`src/rtl/ps2_pkg.sv`:
```
// Shared types, status codes and defaults for the PS/2 host transmitter.
package ps2_pkg;

    typedef enum logic [2:0] {
        StIdle,
        StInhibit,
        StReq,
        StSend,
        StAck,
        StWaitIdle
    } ps2_tx_state_e;

    localparam logic [1:0] STAT_ACK     = 2'b00;
    localparam logic [1:0] STAT_NOACK   = 2'b01;
    localparam logic [1:0] STAT_TIMEOUT = 2'b10;

    // Defaults assume a 50 MHz system clock.
    localparam int unsigned DEF_INHIBIT_CYCLES = 5000;
    localparam int unsigned DEF_REQ_CYCLES     = 100;
    localparam int unsigned DEF_TIMEOUT_CYCLES = 1000000;
    localparam int unsigned DEF_FILTER_CYCLES  = 8;

    function automatic logic odd_parity(input logic [7:0] data);
        return ~^data;
    endfunction

endpackage

```
`src/rtl/ps2_line_filter.sv`:
```
// Synchronizes and debounces one open-drain PS/2 line; flags accepted falls.
module ps2_line_filter #(
    parameter int unsigned FILTER_CYCLES = 8
) (
    input  logic clock,
    input  logic resetn,
    input  logic line_in,
    output logic level,
    output logic fall
);

    localparam int unsigned CW = $clog2(FILTER_CYCLES + 1);

    logic          sync1_q, sync2_q;
    logic          level_q, fall_q;
    logic [CW-1:0] cnt_q;

    // A new level is taken only after FILTER_CYCLES consecutive differing samples.
    always_ff @(posedge clock) begin
        if (!resetn) begin
            sync1_q <= 1'b1;
            sync2_q <= 1'b1;
            level_q <= 1'b1;
            fall_q  <= 1'b0;
            cnt_q   <= '0;
        end else begin
            sync1_q <= line_in;
            sync2_q <= sync1_q;
            fall_q  <= 1'b0;
            if (sync2_q == level_q) begin
                cnt_q <= '0;
            end else if (cnt_q == CW'(FILTER_CYCLES - 1)) begin
                level_q <= sync2_q;
                fall_q  <= ~sync2_q;
                cnt_q   <= '0;
            end else begin
                cnt_q <= cnt_q + CW'(1);
            end
        end
    end

    assign level = level_q;
    assign fall  = fall_q;

endmodule

```
`src/rtl/ps2_host_tx.sv`:
```
// PS/2 host-to-device transmitter: inhibit, request-to-send, 11-clock frame, ack.
module ps2_host_tx
    import ps2_pkg::*;
#(
    parameter int unsigned INHIBIT_CYCLES = DEF_INHIBIT_CYCLES,
    parameter int unsigned REQ_CYCLES     = DEF_REQ_CYCLES,
    parameter int unsigned TIMEOUT_CYCLES = DEF_TIMEOUT_CYCLES,
    parameter int unsigned FILTER_CYCLES  = DEF_FILTER_CYCLES
) (
    input  logic       clock,
    input  logic       resetn,
    input  logic [7:0] tx_data,
    input  logic       tx_valid,
    output logic       tx_ready,
    input  logic       ps2_clk_in,
    input  logic       ps2_dat_in,
    output logic       ps2_clk_oe,
    output logic       ps2_dat_oe,
    output logic       busy,
    output logic       tx_done,
    output logic [1:0] tx_status
);

    localparam int unsigned PHASE_MAX = (INHIBIT_CYCLES > REQ_CYCLES) ? INHIBIT_CYCLES : REQ_CYCLES;
    localparam int unsigned PHASE_W   = $clog2(PHASE_MAX + 1);
    localparam int unsigned TO_W      = $clog2(TIMEOUT_CYCLES + 1);

    ps2_tx_state_e state_q, state_d;
    logic [7:0]         data_q, data_d;
    logic               parity_q, parity_d;
    logic [3:0]         bit_cnt_q, bit_cnt_d;
    logic [PHASE_W-1:0] phase_q, phase_d;
    logic [TO_W-1:0]    to_q, to_d;
    logic               clk_oe_q, clk_oe_d;
    logic               dat_oe_q, dat_oe_d;
    logic               done_q, done_d;
    logic [1:0]         status_q, status_d;
    logic               nack_q, nack_d;

    logic clk_level, clk_fall, dat_level, unused_dat_fall;
    logic timeout, finish;
    logic [1:0] finish_code;

    ps2_line_filter #(.FILTER_CYCLES(FILTER_CYCLES)) u_clk_filter (
        .clock   (clock),
        .resetn  (resetn),
        .line_in (ps2_clk_in),
        .level   (clk_level),
        .fall    (clk_fall)
    );

    ps2_line_filter #(.FILTER_CYCLES(FILTER_CYCLES)) u_dat_filter (
        .clock   (clock),
        .resetn  (resetn),
        .line_in (ps2_dat_in),
        .level   (dat_level),
        .fall    (unused_dat_fall)
    );

    assign timeout = (to_q == TO_W'(TIMEOUT_CYCLES - 1));

    always_comb begin
        state_d     = state_q;
        data_d      = data_q;
        parity_d    = parity_q;
        bit_cnt_d   = bit_cnt_q;
        phase_d     = phase_q;
        to_d        = to_q;
        clk_oe_d    = clk_oe_q;
        dat_oe_d    = dat_oe_q;
        done_d      = 1'b0;
        status_d    = status_q;
        nack_d      = nack_q;
        finish      = 1'b0;
        finish_code = STAT_ACK;

        unique case (state_q)
            StIdle: begin
                if (tx_valid) begin
                    data_d   = tx_data;
                    parity_d = odd_parity(tx_data);
                    phase_d  = '0;
                    clk_oe_d = 1'b1;
                    dat_oe_d = 1'b0;
                    state_d  = StInhibit;
                end
            end
            StInhibit: begin
                if (phase_q == PHASE_W'(INHIBIT_CYCLES - 1)) begin
                    phase_d  = '0;
                    dat_oe_d = 1'b1;
                    state_d  = StReq;
                end else begin
                    phase_d = phase_q + PHASE_W'(1);
                end
            end
            StReq: begin
                if (phase_q == PHASE_W'(REQ_CYCLES - 1)) begin
                    clk_oe_d  = 1'b0;
                    bit_cnt_d = '0;
                    to_d      = '0;
                    state_d   = StSend;
                end else begin
                    phase_d = phase_q + PHASE_W'(1);
                end
            end
            StSend: begin
                if (timeout) begin
                    finish      = 1'b1;
                    finish_code = STAT_TIMEOUT;
                end else begin
                    to_d = to_q + TO_W'(1);
                    if (clk_fall) begin
                        bit_cnt_d = bit_cnt_q + 4'd1;
                        if (bit_cnt_q < 4'd8) begin
                            dat_oe_d = ~data_q[bit_cnt_q[2:0]];
                        end else if (bit_cnt_q == 4'd8) begin
                            dat_oe_d = ~parity_q;
                        end else begin
                            dat_oe_d = 1'b0;
                            state_d  = StAck;
                        end
                    end
                end
            end
            StAck: begin
                if (timeout) begin
                    finish      = 1'b1;
                    finish_code = STAT_TIMEOUT;
                end else begin
                    to_d = to_q + TO_W'(1);
                    if (clk_fall) begin
                        nack_d  = dat_level;
                        state_d = StWaitIdle;
                    end
                end
            end
            StWaitIdle: begin
                if (timeout) begin
                    finish      = 1'b1;
                    finish_code = STAT_TIMEOUT;
                end else begin
                    to_d = to_q + TO_W'(1);
                    if (clk_level && dat_level) begin
                        finish      = 1'b1;
                        finish_code = nack_q ? STAT_NOACK : STAT_ACK;
                    end
                end
            end
            default: state_d = StIdle;
        endcase

        if (finish) begin
            state_d  = StIdle;
            clk_oe_d = 1'b0;
            dat_oe_d = 1'b0;
            done_d   = 1'b1;
            status_d = finish_code;
        end
    end

    always_ff @(posedge clock) begin
        if (!resetn) begin
            state_q   <= StIdle;
            data_q    <= '0;
            parity_q  <= 1'b0;
            bit_cnt_q <= '0;
            phase_q   <= '0;
            to_q      <= '0;
            clk_oe_q  <= 1'b0;
            dat_oe_q  <= 1'b0;
            done_q    <= 1'b0;
            status_q  <= STAT_ACK;
            nack_q    <= 1'b0;
        end else begin
            state_q   <= state_d;
            data_q    <= data_d;
            parity_q  <= parity_d;
            bit_cnt_q <= bit_cnt_d;
            phase_q   <= phase_d;
            to_q      <= to_d;
            clk_oe_q  <= clk_oe_d;
            dat_oe_q  <= dat_oe_d;
            done_q    <= done_d;
            status_q  <= status_d;
            nack_q    <= nack_d;
        end
    end

    assign tx_ready   = (state_q == StIdle);
    assign busy       = ~tx_ready;
    assign ps2_clk_oe = clk_oe_q;
    assign ps2_dat_oe = dat_oe_q;
    assign tx_done    = done_q;
    assign tx_status  = status_q;

endmodule
```
`config.mk`:
```
export PLATFORM = sky130hd
export DESIGN_NAME = ps2_host_tx
export DESIGN_NICKNAME = d
export VERILOG_FILES = /design/src/rtl/ps2_pkg.sv /design/src/rtl/ps2_line_filter.sv /design/src/rtl/ps2_host_tx.sv
export SDC_FILE = /design/constraint.sdc
export NUM_CORES = 1
export LEC_CHECK = 0
export BUFFER_PORTS_ARGS = -buffer_cell sky130_fd_sc_hd__buf_2
export CAP_MARGIN = 20
export CORE_ASPECT_RATIO = 0.9
export CORE_MARGIN = 10
export CORE_UTILIZATION = 50
export CTS_CLUSTER_DIAMETER = 80
export DETAILED_ROUTE_END_ITERATION = 8
export PLACE_DENSITY = 0.67
export SYNTH_ARGS = -nofsm -noshare
export SYNTH_HDL_FRONTEND = slang
export SYNTH_SLANG_ARGS = --single-unit
```
`constraint.sdc`:
```
create_clock -name clock -period 2.8 [get_ports clock]
set_input_delay 0.14 -clock clock [delete_from_list [all_inputs] [get_ports clock]]
set_output_delay 0.14 -clock clock [all_outputs]
set_load 0.02 [all_outputs]
```
Word-level counts from Yosys, hierarchy flattened
Index checks and enable logic that the tools add are counted.
{"block": "classes", "add_sub_neg": 5, "order_cmp": 2, "eq_ne": 24, "mux": 43, "n_bitwise": 10, "n_reduce_logical": 24}
{"operator": "2-to-1 mux 20 bit", "count": 2}
{"operator": "one-hot mux 20 bit (2 select lines)", "count": 1}
{"operator": "2-to-1 mux 13 bit", "count": 3}
{"operator": "one-hot mux 13 bit (3 select lines)", "count": 1}
{"operator": "2-to-1 mux 3 bit", "count": 9}
{"operator": "adder 20 x 1 -> 20 bit, second input constant", "count": 1}
{"operator": "equality test 20 bit, second input constant", "count": 1}
{"operator": "inequality test 2 bit, second input constant", "count": 9}
{"operator": "one-hot mux 3 bit (6 select lines)", "count": 1}
{"operator": "2-to-1 mux 1 bit", "count": 15}
{"operator": "adder 13 x 1 -> 13 bit, second input constant", "count": 1}
{"operator": "equality test 13 bit, second input constant", "count": 1}
{"operator": "equality test 13 x 7 -> 1 bit, second input constant", "count": 1}
{"operator": "adder 4 x 1 -> 4 bit, second input constant", "count": 3}
{"operator": "2-to-1 mux 4 bit", "count": 3}
{"operator": "AND reduction 3 bit", "count": 4}
{"operator": "OR reduction 3 bit", "count": 4}
{"operator": "inverter 1 bit", "count": 10}
{"operator": "AND reduction 10 bit", "count": 1}
{"operator": "equality test 4 x 3 -> 1 bit, second input constant", "count": 2}
{"operator": "one-hot mux 4 bit (2 select lines)", "count": 1}
{"operator": "XNOR reduction 8 bit", "count": 1}
{"operator": "equality test 3 x 2 -> 1 bit, second input constant", "count": 2}
{"operator": "equality test 3 bit, second input constant", "count": 2}
{"operator": "other kinds (19)", "count": 29}
{"block": "totals", "regBits": 70, "inputBits": 13, "out_inout_bits": 7, "word_cells": 128}

Longest topological paths before layout
Gate-level depths: netlist (run 1).
{"block": "depth", "word_depth": 7, "depth_mapped": 7, "mapped_depth_nobuf": 7}

By module
Synthesis (run 1) repeated with hierarchy kept, for this count alone.
{"block": "unflattened", "cells_unflattened": 398, "hier_area_um2": 3572.2}
{"module": "ps2_host_tx", "instances": 1, "cells_each": 346, "area_each_um2": 3024.2, "seq_area_each_um2": 1101.1}
{"module": "ps2_line_filter", "instances": 2, "cells_each": 26, "area_each_um2": 274.0, "seq_area_each_um2": 160.2}

Least setup slack after synthesis (run 1)
Ideal clock, no wire load.
{"block": "synth_path", "kind": "register -> register", "startpoint": "reg phase_q[0]", "endpoint": "reg bit_cnt_q[3]", "t_arrival_ns": 1.862, "path_slack_ns": 0.868, "path_stages_with_launch": 7, "n_path_buf": 0, "period_less_slack_ns": 1.932, "cell_sequence": "dfxtp_1 > ha_1 > nor4b_1 > nand4_2 > a21boi_4 > or4_1 > a21oi_1"}
{"block": "synth_between", "elab_chain_cells": 3}
{"element": "start, declared", "line_no": "ps2_host_tx.sv:32", "text": "logic [PHASE_W-1:0] phase_q, phase_d;"}
{"element": "start signal, assigned", "line_no": "ps2_host_tx.sv:180", "text": "phase_q <= phase_d;"}
{"element": "equality test 13 x 7 -> 1 bit", "line_no": "ps2_host_tx.sv:98", "text": "if (phase_q == PHASE_W'(REQ_CYCLES - 1)) begin"}
{"element": "inequality test 2 bit (no source line)"}
{"element": "AND reduction 4 bit (no source line)"}
{"element": "end signal, assigned", "line_no": "ps2_host_tx.sv:179", "text": "bit_cnt_q <= bit_cnt_d;"}
{"element": "end, declared", "line_no": "ps2_host_tx.sv:31", "text": "logic [3:0] bit_cnt_q, bit_cnt_d;"}
No other way between the ends.
A chain may end at the register's enable or synchronous reset.

Worst setup path after layout (run 1)
{"block": "layout_path", "startpoint": "reg phase_q[0]", "endpoint": "reg to_q[7]"}
{"block": "layout_between", "elab_chain_cells": 3}
{"element": "equality test 13 x 7 -> 1 bit", "line_no": "ps2_host_tx.sv:98"}
{"element": "inequality test 2 bit (no source line)"}
{"element": "AND reduction 3 bit (no source line)"}
{"element": "end signal, assigned", "line_no": "ps2_host_tx.sv:181", "text": "to_q <= to_d;"}
{"element": "end, declared", "line_no": "ps2_host_tx.sv:33", "text": "logic [TO_W-1:0] to_q, to_d;"}
No other way between the ends.

==> flow_summary.toml, run 1 <==
[floorplanning]
die_x_um = 108
ios = 20
core_um2 = 6690
std_cell_rows = 28
start_util_pct = 52.3
die_area_um2 = 10700
die_h_um = 99.4

[yosys]
synth_nets = 429
syn_area_um2 = 3500
yosysWarnings = 0
synth_top_flop_cell = "dfxtp_1"
yosys_register_bits = 70
postSynth.asyncResetShare_pct = 0
synth_area_leaders = "dfxtp_1, nand2_1, a21oi_1"
synth.top_cell.area_share_pct = 40.0
synth_edf_count = 0
synth-seq-area-share_pct = 40.0
synth.avg_cell_area_um2 = 8.54
synth_largest_area_cell = "dfxtp_1"
synth_cell_type_count = 55
postSynthCellCount = 410

[sta]
post-route-min-period_ns = 2.36
grt_setup_unrepaired = "no"
setup_viol = 0
whs_ns = 0.0424
finalHoldViolations = 0
slew_viol_final = 0
tightest_slew_ns = 0.547
fin_ws_ns = 0.445
fmax_mhz = 425
period_share_pct = 84.1
max-slew-margin-rel_pct = 63.2
fin_skew_ns = 0.00637
tns_ns = 0

[hold_path]
min_path_type = "in -> reg"

[critical_path]
cp-end-kind = "flop"
startpoint_type = "flop"
crit_path_max_fanout = 19
crit_type = "reg -> reg"
r2r_setup_slack_ns = 0.44
cp.arrival_ns = 2.60
cp.required_ns = 3.04

[final_layout]
nNetsFinal = 454
multiInputGateArea_um2 = 1990
drive_above_1_share_pct = 13.4
antenna-diode-count = 0
fill_cells = 622
syn2layout_area_growth_pct = 13.4
regArea_um2 = 1400

[pwr]
pwr-share-clk_pct = 38.0
ir_worst_vdd_v = 0.000392
p_int_w = 0.00186
p_switching_w = 0.000772
combinationalPowerShare_pct = 19.4
power_frac_seq_pct = 42.6
leakage_nw = 1.47
swShare_pct = 29.4
p_per_area_nw_per_um2 = 662

[clock_tree]
insertion_delay_ns = 0.35
numCtsBuffers = 9
cts_tree = "built"
clk_pin_slew_ns = 0.08
cts-resized-gates = 0
root_buffer = "clkbuf_8"
cts.sinks = 70
ctsLongestPathBuffers = 2
h-tree-depth = 3

[global_routing]
antenna_found_initial = 0
grt_max_degree = 22
grt_pass1_wl_mm = 12.7
grt_overflow = 0
track_usage_pct = 14.2
grt_pass1_vias = 2790

[route]
vias = 2945
drc = 0
post_drt_via_cell_ratio = 5.56
firstDrtPassIters = 5
wl_per_cell_um = 13.7
ant_nets = 0
drt_iter0_markers = 137
wl_mm = 7.28

[placement]
place_ws_ns = 0.450
gp_congestion = 0.796
dp.final_hpwl_mm = 5.20
io_buffer_count = 19

[status]
outcome = "finished, final reports clean"

[run]
drv_cap = 0
-- cell usage after synthesis (8+ instances only) --
library cell and count:
a2111o_1 8, a21oi_1 36, and3_1 8, clkbuf_1 10, dfxtp_1 70, inv_1 10, mux2i_1 8, nand2_1 54
nand2b_1 14, nand3_1 24, nand4_1 11, nor2_1 33, o21ai_0 12, xnor2_1 12, xor2_1 14
-- critical path, cell delays in order (launching register included) --
cell and delay (ns):
dfxtp_1 0.39, ha_1 0.25, nor4b_1 0.35, nand4_2 0.29, buf_4 0.29, nand2_1 0.23, buf_4 0.25, a2111o_1 0.12
o21ai_0 0.07
-- final cells by class --
cell class | count | area share (%)
tap | 90 | 2.84
clock inverter | 7 | 3.06
inverter | 11 | 1.04
sequential | 70 | 35.3
timing repair buffer | 29 | 4.41
clock buffer | 9 | 3.12
multi-input combinational | 314 | 50.2
-- power groups by stage --
| stage | combinational, W | sequential (W) | clock (W) |
|---|---|---|---|
| 4_1_cts | 0.000517 | 0.00112 | 0.00102 |
| 3_3_place_gp | 0.000506 | 0.00114 | 0 |
| 5_1_grt | 0.000580 | 0.00113 | 0.00106 |
| 3_5_place_dp | 0.000512 | 0.00114 | 0 |
| 2_1_floorplan | 0.000391 | 0.00113 | 0 |
| 6_report | 0.000511 | 0.00112 | 0.000999 |
-- metal layers --
| metal | part of all wire [%] | vias to the layer above | global-route usage (%) |
|---|---|---|---|
| met2 | 45 | 41 | 21.7 |
| met3 | 4.9 | 4 | 4.77 |
| met1 | 49 | 1374 | 18.5 |
| met4 | 0.47 | 0 | 3.80 |
| met5 | 0 | - | 0 |
| li1 | - | 1526 | - |
-- placed cells by master, fill, tap and decap left out, drive strengths merged, types with 4 or more instances in the layout --
master   synthesis  layout
dfxtp           70      70
ha               6       6
nand2           54      54
mux2i            8       8
a21oi           36      36
nand3           24      24
o21ai           14      14
inv             10      11
or4              4       4
clkbuf          10       9
and3             8       8
xor2            14      14
nand3b           4       4
clkinv           1       4
nand4           12      12
o2111ai          5       5
a2111o           8       8
xnor2           12      12
or3              5       5
nor3             7       7
nor2            33      33
buf              5      27
nand2b          14      14
-- cells by family after synthesis --
| kind of cell | Yosys count | synth area share [%] |
|---|---|---|
| simple gates | 189 | 28.6 |
| fa+ha+maj | 6 | 2.15 |
| flops | 70 | 40.0 |
| compound gates | 81 | 15.5 |
| xor+xnor | 26 | 6.51 |
| buf+inv | 26 | 2.97 |
| mux | 12 | 4.22 |
-- worst paths after layout --
check,startpoint,end,cells past startpoint
min,tx_data[1],data_q[1],3
max,phase_q[0],to_q[7],8
max reg2reg,phase_q[0],to_q[7],8
min reg2reg,u_clk_filter.sync1_q,u_clk_filter.sync2_q,1
-- stage by stage --
stage / power (W) / area, um^2 / instances / utilization (%)
2_1_floorplan: 0.00152 / 3500 / 410 / -
3_3_place_gp: 0.00164 / 3700 / 512 / 55.4
3_5_place_dp: 0.00165 / 3700 / 512 / 55.4
4_1_cts: 0.00266 / 3970 / 530 / 59.3
5_1_grt: 0.00278 / 3970 / 530 / 59.3
6_report: 0.00263 / 3970 / 530 / 59.3
-- state kept, by name, summed over array words and instances (netlist names), 2 cells and up --
signal              flops
data_q                  8
u_dat_filter.cnt_q      4
u_clk_filter.cnt_q      4
phase_q                13
tx_status               2
state_q                 3
bit_cnt_q               4
to_q                   20
-- timing repair --
| action | CTS | global route |
|---|---|---|
| hold endpoints to repair | 2 | 0 |
| hold buffers | 2 | 0 |
| setup buffers | 0 | 0 |
No activity file was read; power rests on OpenSTA's default activity.
==> inputs of run 2 (changes only) <==
Clock period 2.8 ns to 2.2 ns, I/O delays scaled along.
==> run 2 against run 1 <==
- clock power down 7.2%
- hold slack got worse by 0.024 ns
- register-to-register slack lost 0.29 ns
- largest power group unchanged
- highest routed layer unchanged
==> flow_summary.toml, run 2 (same netlist as run 1, synthesis figures left out) <==
[status]
outcome = "finished, final reports clean"

[placement]
io_buffer_count = 19
place_ws_ns = 0.0646
placedCellCount = 522
dp.final_hpwl_mm = 5.35
gp_congestion = 0.862

[sta]
post-route-min-period_ns = 2.05
max-slew-margin-rel_pct = 68.4
finalHoldViolations = 0
whs_ns = 0.0185
setup_viol = 0
fin_ws_ns = 0.155
fmax_mhz = 489
period_share_pct = 93.0
fin_skew_ns = 0.00676
slew_viol_final = 0
tightest_slew_ns = 0.470

[route]
wl_per_cell_um = 14.0
vias = 3048
drc = 0
drt_iter0_markers = 157
firstDrtPassIters = 4
wl_mm = 7.60
post_drt_via_cell_ratio = 5.60
ant_nets = 0

[floorplanning]
start_util_pct = 52.3
core_um2 = 6690
std_cell_rows = 28
ios = 20
die_area_um2 = 10700
die_h_um = 99.4
die_x_um = 108

[pwr]
p_int_w = 0.00212
combinationalPowerShare_pct = 24.4
swShare_pct = 31.2
pwr-share-clk_pct = 30.1
p_per_area_nw_per_um2 = 756
ir_worst_vdd_v = 0.000304
power_frac_seq_pct = 45.4
p_switching_w = 0.000960
leakage_nw = 1.51

[global_routing]
grt_pass1_vias = 2796
grt_max_degree = 21
grt_pass1_wl_mm = 12.9
track_usage_pct = 14.4
grt_overflow = 0
antenna_found_initial = 0

[run]
drv_cap = 0

[critical_path]
cp-end-kind = "flop"
cp_slowest_cell = "dfxtp_1"
max_stage_delay_ns = 0.40
cp.required_ns = 2.45
crit_family = "simple AND/OR/NAND/NOR gates"
r2r_setup_slack_ns = 0.15
crit_type = "reg -> reg"
cp.arrival_ns = 2.29
crit_path_max_fanout = 8
startpoint_type = "flop"
crit_buf_inv = 1
path_cells = "ha_1, nor4bb_4, a41oi_2, or2_2, o21ai_1, buf_4, nor2_1"

[final_layout]
top_register = "to_q"
reg_top3 = "to_q: 20 flops, phase_q: 13 flops, data_q: 8 flops"
largest_reg_flops = 20
layout_common_cells = "dfxtp_1, nand2_1, a21oi_1"
final_cells = 544
drive_above_1_share_pct = 15.6
final_common_cell = "dfxtp_1"
syn2layout_area_growth_pct = 16.2
antenna-diode-count = 0
utilization_pct = 60.8
nNetsFinal = 469

[clock_tree]
root_buffer = "clkbuf_8"
cts_tree = "built"
numCtsBuffers = 9
insertion_delay_ns = 0.35
ctsLongestPathBuffers = 2
cts.sinks = 70
clk_pin_slew_ns = 0.07
post-cts-setup-buffers = 0
h-tree-depth = 3

[hold_path]
min_path_type = "in -> reg"
-- run 2: tightest hold or removal path: cells and delay by family --
family	cells	cell delay [ns]
AOI/OAI and AO/OA	1	0.05
buffers and inverters	1	0.11
and+or+nand+nor	1	0.05
-- run 2: final timing paths --
path              cells past startpoint                 start                    to
setup reg to reg                      7            phase_q[0]            phase_q[7]
hold / removal                        3            tx_data[2]             data_q[2]
hold reg to reg                       1  u_clk_filter.sync1_q  u_clk_filter.sync2_q
setup / recovery                      7            phase_q[0]            phase_q[7]
-- run 2: power by group through the flow --
| stage | clock network, W | logic (W) | registers (W) |
|---|---|---|---|
| floorplan | 0 | 0.000497 | 0.00144 |
| global placement | 0 | 0.000723 | 0.00142 |
| detailed placement | 0 | 0.000729 | 0.00142 |
| CTS | 0.000976 | 0.000743 | 0.00140 |
| global route | 0.00102 | 0.000841 | 0.00140 |
| finish | 0.000927 | 0.000752 | 0.00140 |
-- run 2: area by class of cell --
| cell class | count | area, um^2 |
|---|---|---|
| Clock buffer | 12 | 155 |
| Clock inverter | 3 | 20.0 |
| Fill cell | 604 | 2620 |
| Inverter | 11 | 41.3 |
| Multi-Input combinational cell | 314 | 2040 |
| Sequential cell | 70 | 1400 |
| Tap cell | 90 | 113 |
| Timing Repair Buffer | 44 | 300 |
-- run 2: through the flow --
step / instance area, um^2 / TNS, ns / total power (W)
5_1_grt: 4070 / -0.0502 / 0.00326
3_5_place_dp: 3780 / 0 / 0.00215
3_3_place_gp: 3780 / 0 / 0.00214
2_1_floorplan: 3500 / 0 / 0.00193
6_report: 4070 / 0 / 0.00308
4_1_cts: 4030 / 0 / 0.00311
-- run 2: timing repair --
action                     CTS  global route
resized for setup            0             6
hold buffers                 7             0
setup endpoints to repair    0            19
hold endpoints to repair     7             0
-- run 2: routing by layer --
metal  up-vias  global-route usage (%)  share of wire, %
li1       1558                       -                 -
met1      1425                    18.7                50
met2        55                    21.6                44
met3        10                    5.10               5.1
met4         0                    4.93               1.5
met5         -                       0                 0
==> inputs of run 3 (changes only) <==
Settings changed: PLACE_DENSITY 0.67 to 0.7.
Clock period 2.2 ns to 1.7 ns, I/O delays scaled along.
==> run 3 against run 2 <==
- the flow now finishes with violations (setup timing)
- cell area grew 24%
- critical path depth is the same
- clock power grew 80%
- sequential power grew 30%
- setup slack lost 0.25 ns
- sequential cell count is the same
- hold slack lost 0.010 ns
- first-iteration DRC count grew 33%
- largest cell class unchanged
==> flow_summary.toml, run 3 (same netlist as run 1, synthesis figures left out) <==
[critical_path]
cp.required_ns = 1.97
crit_type = "reg -> reg"
cp-end-kind = "flop"
startpoint_type = "flop"
crit_path_max_fanout = 7
cp.arrival_ns = 2.07

[global_routing]
grt_pass1_wl_mm = 16.3
track_usage_pct = 18.1
grt_max_degree = 15
grt_pass1_vias = 3476
antenna_found_initial = 0
grt_overflow = 0

[hold_path]
min_path_type = "in -> reg"

[floorplanning]
start_util_pct = 52.3
ios = 20
core_um2 = 6690
die_h_um = 99.4
die_area_um2 = 10700
std_cell_rows = 28
die_x_um = 108

[pwr]
ir_worst_vdd_v = 0.000837
leakage_nw = 1.95
p_per_area_nw_per_um2 = 1000
total_power_w = 0.00505

[clock_tree]
numCtsBuffers = 9
ctsLongestPathBuffers = 2
clk_pin_slew_ns = 0.07
h-tree-depth = 3
cts.sinks = 70
root_buffer = "clkbuf_8"
insertion_delay_ns = 0.35
cts_tree = "built"

[sta]
finalHoldViolations = 0
fin_skew_ns = 0.00865
slew_viol_final = 0
tightest_slew_ns = 0.365
tns_ns = -1.38
setup_viol = 33
post-route-min-period_ns = 1.80
whs_ns = 0.00799
fin_ws_ns = -0.0961
fmax_mhz = 557
max-slew-margin-rel_pct = 75.5
grt_setup_unrepaired = "yes"
period_share_pct = 106

[placement]
dp.final_hpwl_mm = 6.48
io_buffer_count = 19
gp_congestion = 0.886
placed_area_um2 = 4240

[route]
post_drt_via_cell_ratio = 5.75
vias = 3528
firstDrtPassIters = 5
wl_mm = 10.1
ant_nets = 0
drc = 0
drt_iter0_markers = 209
wl_per_cell_um = 16.5

[status]
violations = "setup timing"
outcome = "finished with violations"

[final_layout]
final_common_cell = "buf_4"
top_register = "to_q"
utilization_pct = 75.1
nNetsFinal = 538
layout_common_cells = "buf_4, nand2_1, dfxtp_1"
reg_top3 = "to_q: 20 flops, phase_q: 13 flops, data_q: 8 flops"
antenna-diode-count = 0
fin_area_um2 = 5020
drive_above_1_share_pct = 39.9
largest_reg_flops = 20
syn2layout_area_growth_pct = 43.6

[run]
drv_cap = 0
[run 3: cell types whose count changed in the layout (fill, tap and decap cells not counted), moves of 4 or more]
cell     previous run  this run
nor2_2              0         8
a21oi_2             0        11
nor3_2              0         4
dfxtp_1            70        52
buf_4              18        73
a21oi_1            36        25
nor3_1              7         1
dfxtp_2             0        16
o21ai_0            12         6
o21ai_1             1         5
buf_6               0        13
nor2_1             33        22
[run 3: worst max-delay path, cell delays in order, from the launching register on]
cell and delay [ns]:
dfxtp_2 0.33, nor4b_2 0.32, buf_4 0.17, nand4_1 0.14
buf_4 0.21, nor3_4 0.26, o21ai_0 0.15, a21oi_1 0.15
[run 3: path summary, 6_finish.rpt]
path	to	cells after the start	from	slack, ns
hold reg to reg	u_dat_filter.sync2_q	1	u_dat_filter.sync1_q	0.41
hold / removal	data_q[4]	3	tx_data[4]	0.008
setup reg to reg	bit_cnt_q[1]	7	to_q[6]	-0.1
setup / recovery	bit_cnt_q[1]	7	to_q[6]	-0.1
[run 3: final cells by class]
type,count,area [um^2]
sequential,70,1430
tap,90,113
inverter,11,41.3
clock inverter,3,90.1
clock buffer,13,159
fill,465,1670
multi-input combinational,314,2320
timing repair buffer,113,870
[run 3: metal layers]
layer / track usage, % / share of wire, %
met3: 4.26 / 5.8
met1: 22.3 / 42
met5: 0 / 0
met4: 8.42 / 2.4
met2: 29.2 / 50
[run 3: timing repair]
item	CTS	global route
hold buffers	8	0
setup endpoints to repair	38	50
resized for setup	36	68
buffers inserted	7	6
endpoints found under the hold margin	8	0
pin swaps	23	25
[run 3: per-stage QoR]
step,std cells,setup slack (ns)
after floorplan,410,-0.0451
after global placement,578,-0.0427
after detailed placement,578,-0.169
after CTS,608,-0.0313
after global routing,614,-0.181
final,614,-0.0961
[run 3: report_power, final]
part           switching (W)  internal [W]
registers          0.0000763       0.00175
logic               0.000816      0.000735
clock network       0.000617       0.00106
total                0.00151       0.00354
